--- config.mk ---
export PLATFORM = sky130hd
export DESIGN_NAME = comparator_cascade
export DESIGN_NICKNAME = d
export VERILOG_FILES = /design/src/rtl/comparator_cascade.sv
export SDC_FILE = /design/constraint.sdc
export NUM_CORES = 1
export LEC_CHECK = 0
export CAP_MARGIN = 20
export CORE_ASPECT_RATIO = 0.8
export CORE_MARGIN = 1.5
export CORE_UTILIZATION = 43
export DETAILED_ROUTE_END_ITERATION = 6
export PLACE_DENSITY = 0.72
export SYNTH_ARGS = -nofsm -noshare
export SYNTH_HDL_FRONTEND = slang
export SYNTH_SLANG_ARGS = --single-unit
--- constraint.sdc ---
create_clock -name clk_i -period 2.2 [get_ports clk_i]
set_input_delay 0.33 -clock clk_i [delete_from_list [all_inputs] [get_ports clk_i]]
set_output_delay 0.33 -clock clk_i [all_outputs]
set_load 0.02 [all_outputs]
--- src/rtl/comparator_cascade.sv ---
// Byte-serial equality compare that drives an external 74x688. Each cycle one
// byte pair goes out, and the comparator's P!=Q# answer gates the next stage.
module comparator_cascade #(
    parameter int NBYTES     = 4,
    parameter bit EARLY_EXIT = 1'b1
) (
    input  logic                  clk_i,
    input  logic                  reset_i,
    input  logic                  start_i,
    input  logic [8*NBYTES-1:0]   a_i,
    input  logic [8*NBYTES-1:0]   b_i,
    output logic [7:0]            cmp_a_o,
    output logic [7:0]            cmp_b_o,
    output logic                  cmp_ng_o,
    input  logic                  cmp_neq_i,
    output logic                  busy_o,
    output logic                  done_o,
    output logic                  neq_o
);

    localparam logic [1:0] S_IDLE = 2'd0;
    localparam logic [1:0] S_RUN  = 2'd1;
    localparam logic [1:0] S_DONE = 2'd2;
    localparam logic [2:0] LAST_IDX = 3'(NBYTES - 1);

    logic [1:0]          state_q, state_d;
    logic [2:0]          idx_q, idx_d;
    logic                acc_q, acc_d;
    logic [8*NBYTES-1:0] a_q, a_d, b_q, b_d;
    logic [7:0]          cmp_a_q, cmp_a_d, cmp_b_q, cmp_b_d;
    logic                cmp_ng_q, cmp_ng_d;
    logic                busy_q, busy_d;
    logic                done_q, done_d;
    logic                neq_q, neq_d;

    logic                neq_s;
    logic [2:0]          idx_inc_s;
    logic [7:0]          byte_a_s, byte_b_s;

    // Anything other than a clean 0 from the comparator counts as unequal.
    always_comb begin
        if (cmp_neq_i == 1'b0) begin
            neq_s = 1'b0;
        end else begin
            neq_s = 1'b1;
        end
    end

    // Next-state logic: the cmp_* outputs are precomputed for the coming stage.
    always_comb begin
        idx_inc_s = idx_q + 3'd1;
        byte_a_s  = 8'(a_q >> {idx_inc_s, 3'b000});
        byte_b_s  = 8'(b_q >> {idx_inc_s, 3'b000});

        state_d  = state_q;
        idx_d    = idx_q;
        acc_d    = acc_q;
        a_d      = a_q;
        b_d      = b_q;
        cmp_a_d  = cmp_a_q;
        cmp_b_d  = cmp_b_q;
        cmp_ng_d = 1'b1;
        busy_d   = 1'b0;
        done_d   = 1'b0;
        neq_d    = neq_q;

        case (state_q)
            S_RUN: begin
                acc_d = neq_s;
                if ((idx_q == LAST_IDX) || (EARLY_EXIT && neq_s)) begin
                    state_d = S_DONE;
                    neq_d   = neq_s;
                    done_d  = 1'b1;
                end else begin
                    idx_d    = idx_inc_s;
                    cmp_a_d  = byte_a_s;
                    cmp_b_d  = byte_b_s;
                    cmp_ng_d = neq_s;
                    busy_d   = 1'b1;
                end
            end
            S_IDLE, S_DONE: begin
                if (start_i) begin
                    state_d  = S_RUN;
                    a_d      = a_i;
                    b_d      = b_i;
                    idx_d    = 3'd0;
                    acc_d    = 1'b0;
                    cmp_a_d  = a_i[7:0];
                    cmp_b_d  = b_i[7:0];
                    cmp_ng_d = 1'b0;
                    busy_d   = 1'b1;
                end else begin
                    state_d = S_IDLE;
                end
            end
            default: begin
                state_d = S_IDLE;
            end
        endcase
    end

    // State and output registers with synchronous reset.
    always_ff @(posedge clk_i) begin
        if (reset_i) begin
            state_q  <= S_IDLE;
            idx_q    <= 3'd0;
            acc_q    <= 1'b0;
            a_q      <= '0;
            b_q      <= '0;
            cmp_a_q  <= 8'h00;
            cmp_b_q  <= 8'h00;
            cmp_ng_q <= 1'b1;
            busy_q   <= 1'b0;
            done_q   <= 1'b0;
            neq_q    <= 1'b1;
        end else begin
            state_q  <= state_d;
            idx_q    <= idx_d;
            acc_q    <= acc_d;
            a_q      <= a_d;
            b_q      <= b_d;
            cmp_a_q  <= cmp_a_d;
            cmp_b_q  <= cmp_b_d;
            cmp_ng_q <= cmp_ng_d;
            busy_q   <= busy_d;
            done_q   <= done_d;
            neq_q    <= neq_d;
        end
    end

    assign cmp_a_o  = cmp_a_q;
    assign cmp_b_o  = cmp_b_q;
    assign cmp_ng_o = cmp_ng_q;
    assign busy_o   = busy_q;
    assign done_o   = done_q;
    assign neq_o    = neq_q;

endmodule

## After elaboration in Yosys (flattened, before gate mapping)

Index checks and enable logic that the tools add are counted.

- Flip-flop bits (word level): 89
- Bits in latches: 0
- Bits in writable memories: 0
- Bits in read-only memories: 0
- Input port bits: 68
- Output and inout port bits: 20
- Word-level logic and storage cells: 48
- Memories: 0

- $add $sub $neg: 1
- $mul: 0
- Div/mod/pow operators: 0
- $lt $le $gt $ge: 0
- Eq/ne operators: 6
- Shifts and indexed selects: 2
- Multiplexer cells: 20
- Bitwise gates (word level): 1
- Reductions and logical operators: 8

Operators with widths:

| operator | number |
|---|---|
| >> shifter 32 x 6 -> 8 bit | 2 |
| two-way mux 8 bit | 4 |
| case mux 8 bit (2 select lines) | 2 |
| two-way mux 1 bit | 7 |
| two-way mux 3 bit | 2 |
| inequality test 2 bit, second input constant | 3 |
| case mux 3 bit (2 select lines) | 1 |
| case mux 1 bit (2 select lines) | 2 |
| case mux 2 bit (2 select lines) | 1 |
| AND reduction 2 bit | 2 |
| OR reduction 2 bit | 2 |
| adder 3 x 1 -> 3 bit, second input constant | 1 |
| == test 3 x 2 -> 1 bit, second input constant | 1 |
| AND reduction 3 bit | 1 |
| == test 2 x 1 -> 1 bit, second input constant | 1 |
| == test 2 bit, second input constant | 1 |
| zero test 2 bit | 1 |
| two-way mux 2 bit | 1 |
| nonzero test 2 bit | 1 |
| logical OR 1 bit | 1 |
| inverter 1 bit | 1 |

## Longest topological paths before layout

- Depth in word-level cells: 4
- Mapped depth: 7
- Gate-level depth less buffers: 5

## Least setup slack after synthesis

Ideal clock, no wire load.

- Path kind: reg2reg
- From: reg idx_q[0]
- To: reg cmp_a_q[0], in the netlist cmp_a_o[0]
- Data arrival time: 1.587 ns
- Data required time: 2.066 ns
- Setup slack: 0.479 ns
- Stages on the path, launching flop included: 8
- Buffers on the path: 2
- Clock period less this slack: 1.721 ns
- Cells stage by stage: dfxtp_1 > ha_1 > ha_1 > or4b_1 > buf_2 > buf_6 > o21ai_1 > a211oi_1

- Word-level cells in the longest chain between the ends: 4

Ends and longest elaborated chain:

| what | line | text |
|---|---|---|
| start: declaration | 27 | `logic [2:0] idx_q, idx_d;` |
| start signal: assignment | 119 | `idx_q <= idx_d;` |
| adder 3 x 1 -> 3 bit / == test 3 x 2 -> 1 bit (equally long branches) | 51, 70 |  |
| >> shifter 32 x 6 -> 8 bit / logical OR 1 bit (equally long branches) | 52, 70 |  |
| two-way mux 8 bit / inequality test 2 bit (equally long branches) | -- |  |
| case mux 8 bit (2 select lines) / AND reduction 3 bit (equally long branches) | -- |  |
| end signal: assignment | 123 | `cmp_a_q <= cmp_a_d;` |
| end: declaration | 30 | `logic [7:0] cmp_a_q, cmp_a_d, cmp_b_q, cmp_b_d;` |

Parallel ways exist; a longest one is shown, timed or not. The select of a mux whose other input is x is not followed.
A chain may end at the register's enable or synchronous reset.

## Final worst setup path

- From: reg idx_q[0]
- To: reg cmp_b_q[2], in the netlist cmp_b_o[2]

- Word-level cells in the longest chain between the ends: 4

Ends and longest elaborated chain:

| what | line | text |
|---|---|---|
| adder 3 x 1 -> 3 bit / == test 3 x 2 -> 1 bit (equally long branches) | 51, 70 |  |
| >> shifter 32 x 6 -> 8 bit / logical OR 1 bit (equally long branches) | 53, 70 |  |
| two-way mux 8 bit / inequality test 2 bit (equally long branches) | -- |  |
| case mux 8 bit (2 select lines) / AND reduction 3 bit (equally long branches) | -- |  |
| end signal: assignment | 124 | `cmp_b_q <= cmp_b_d;` |
| end: declaration | 30 |  |

Parallel ways exist; a longest one is shown, timed or not. The select of a mux whose other input is x is not followed.

==> results.yml <==
floorplan:
  num_io_pins: 88
  initial_core_util_pct: 45.2
  fp-row-count: 29
  core_area_um2: 8130
  dieArea_um2: 9120
  die_h_um: 85.7
  die_w_um: 106
status:
  status: "complete, no violations"
worst_setup_path:
  cp_slowest_cell: "or4b_1"
  worst_setup_path_start_kind: "register"
  crit_chain: "ha_2 > ha_1 > or4b_1 > buf_4 > o21ai_0 > a211oi_1"
  reg2reg_from: "idx_q[0]"
  worstRegToRegCells: 6
  crit_start: "idx_q[0]"
  cp.arrival_ns: 2.03
  rrSetupSlack_ns: 0.39
  max_stage_delay_ns: 0.49
  worstSetupPathType: "register to register"
  endpoint: "cmp_b_o[2]"
  crit-reg2reg-capture: "cmp_b_o[2]"
  worstSetupEndpointType: "register"
  cp.buffers_inverters: 1
  path_delay_family: "simple AND/OR/NAND/NOR gates"
  cp_num_cells: 6
  crit_fanout: 19
  critPathRequiredTime_ns: 2.43
grt:
  grt_pass1_vias: 2983
  overflow: 0
  grt_pass1_wl_um: 14400
  grt_max_degree: 84
  grtUsageTotal_pct: 20.0
  antenna_found_initial: 0
yosys:
  ys_seq_area_share_pct: 48.5
  ys_seq_elements: 89
  synth.net_count: 513
  ys_types: 24
  syn_area_um2: 3680
  ys_warn_count: 0
  synthCells: 443
  synth.avg_cell_area_um2: 8.30
clock_network:
  numCtsBuffers: 9
  ctsHoldBuffers: 0
  cts_max_level: 3
  cts_tree: "built"
  cts_root_buf: "clkbuf_8"
  cts-resized-gates: 0
  postCtsSetupBuffers: 0
  insertion_delay_ns: 0.34
  cts_buffer_depth: 2
  clkTransAtPathRegs_ns: 0.09
  clock_sinks: 89
cells_and_area:
  fin_nets: 583
  final_common_cell: "nand2_1"
  syn_to_final_growth_pct: 31.4
  final_cell_mix: "130 x nand2_1, 89 x dfxtp_1, 86 x clkdlybuf4s50_1"
  num_antenna_cells: 0
  drive_above_1_share_pct: 6.18
timing:
  hold_violations: 0
  skew_ns: 0.00857
  tightest_slew_ns: 0.601
  rsz0062_at_grt: "no"
  setup-violations-final: 0
  max_freq_mhz: 554
  fin_setup_tns_ns: 0
  max_slew_margin_pct: 59.9
  min_period_ns: 1.81
  final_max_slew_viol_count: 0
  finalCritPeriodShare_pct: 82.0
placement:
  hpwl_um: 5850
  routabilityCongestion: 0.800
  io_buffers: 87
drt:
  antenna_left: 0
  totalWireLength_um: 8810
  first_iter_violations: 164
  vias: 3234
  firstDrtPassIters: 4
  route.detailed.drc: 0
  via_per_inst: 5.17
  routedWlPerCell_um: 14.1
worst_hold_path:
  whs_path_depth: 2
  min_path_type: "register to register"
run:
  drv_cap: 0
power:
  power_leakage_nw: 1.66
  vdd_drop_max_mv: 0.355
  fin_total_pwr_mw: 3.41
  p_per_area_nw_per_um2: 705
[flip-flops by register name, indices dropped and copies added, names as in the netlist]
| signal | count |
|---|---|
| state_q | 2 |
| cmp_a_o | 8 |
| done_o | 1 |
| cmp_ng_o | 1 |
| a_q | 32 |
| busy_o | 1 |
| cmp_b_o | 8 |
| idx_q | 3 |
| neq_o | 1 |
| b_q | 32 |
[power breakdown]
| group | switching [mW] | total [mW] | internal, mW |
|---|---|---|---|
| sequential | 0.0587 | 1.77 | 1.72 |
| combinational | 0.290 | 0.585 | 0.295 |
| clock | 0.593 | 1.05 | 0.454 |
| total | 0.941 | 3.41 | 2.46 |
[metal layers]
layer | vias to the layer above | track usage (%) | wire length [um]
li1 | 1656 | - | -
met1 | 1490 | 27.2 | 4050
met4 | 0 | 6.51 | 99
met3 | 8 | 4.33 | 437
met2 | 80 | 31.8 | 4230
met5 | - | 0 | 0
[worst min-delay path by stage]
stage,slack (ns),endpoint,from
after floorplan,0.44,a_q[0],a_q[0]
after global placement,0.44,a_q[2],a_q[2]
after detailed placement,0.45,a_q[2],a_q[2]
after CTS,0.46,a_q[2],a_q[2]
after global routing,0.48,b_q[0],b_q[0]
final,0.46,b_q[2],b_q[2]
[worst register-to-register path, delay by kind of cell (launching register included)]
kind	cells	cell delay, ns
flops	1	0.35
buf+inv	1	0.22
simple gates	1	0.49
fa+ha+maj	2	0.42
compound gates	2	0.21
[area by class of cell]
cell class	count	area, um^2
multi-input cells	315	1730
clock inverters	6	50.0
clock buffers	10	138
inverters	1	3.75
well taps	108	135
repair buffers	97	991
flip-flops and latches	89	1780
fillers	732	3290
[through the flow]
step | utilization (%) | cells | area, um^2 | hold slack (ns) | setup WS, ns
floorplan | - | 443 | 3680 | 0.436 | 0.479
global placement | 57.2 | 610 | 4650 | 0.441 | 0.318
detailed placement | 57.2 | 610 | 4650 | 0.446 | 0.296
CTS | 59.5 | 626 | 4830 | 0.457 | 0.395
global route | 59.5 | 626 | 4830 | 0.477 | 0.277
finish | 59.5 | 626 | 4830 | 0.458 | 0.395
[synth_stat cells]
| library cell | count | area share, % |
|---|---|---|
| a211oi_1 | 16 | 3.3 |
| a21oi_1 | 67 | 9.1 |
| a221o_1 | 1 | 0.27 |
| buf_2 | 14 | 1.9 |
| buf_4 | 3 | 0.61 |
| buf_6 | 1 | 0.31 |
| clkbuf_1 | 20 | 2.0 |
| dfxtp_1 | 89 | 48 |
| ha_1 | 2 | 0.68 |
| inv_1 | 1 | 0.10 |
| mux2i_1 | 32 | 8.7 |
| nand2_1 | 130 | 13 |
| nand2b_1 | 3 | 0.51 |
| nand3_1 | 4 | 0.54 |
| nand3b_1 | 1 | 0.20 |
| nor2_1 | 5 | 0.51 |
| nor2b_1 | 2 | 0.34 |
| nor3_1 | 16 | 2.2 |
| nor4b_2 | 1 | 0.41 |
| o21ai_0 | 10 | 1.4 |
| o21ai_1 | 7 | 0.95 |
| o22a_1 | 16 | 3.8 |
| or2_2 | 1 | 0.17 |
| or4b_1 | 1 | 0.27 |
[kinds of logic (layout without fill, tap and decap cells)]
kind of cell               Yosys count  count (layout)  synth area share [%]
and+or+nand+nor                    164             164                  18.4
AOI/OAI and AO/OA                  117             117                  18.8
DFF                                 89              89                  48.5
buffers and inverters               39             114                  4.97
muxes                               32              32                  8.71
adders and majority gates            2               2                 0.680
Note: power is estimated with default switching activity, not from simulation.
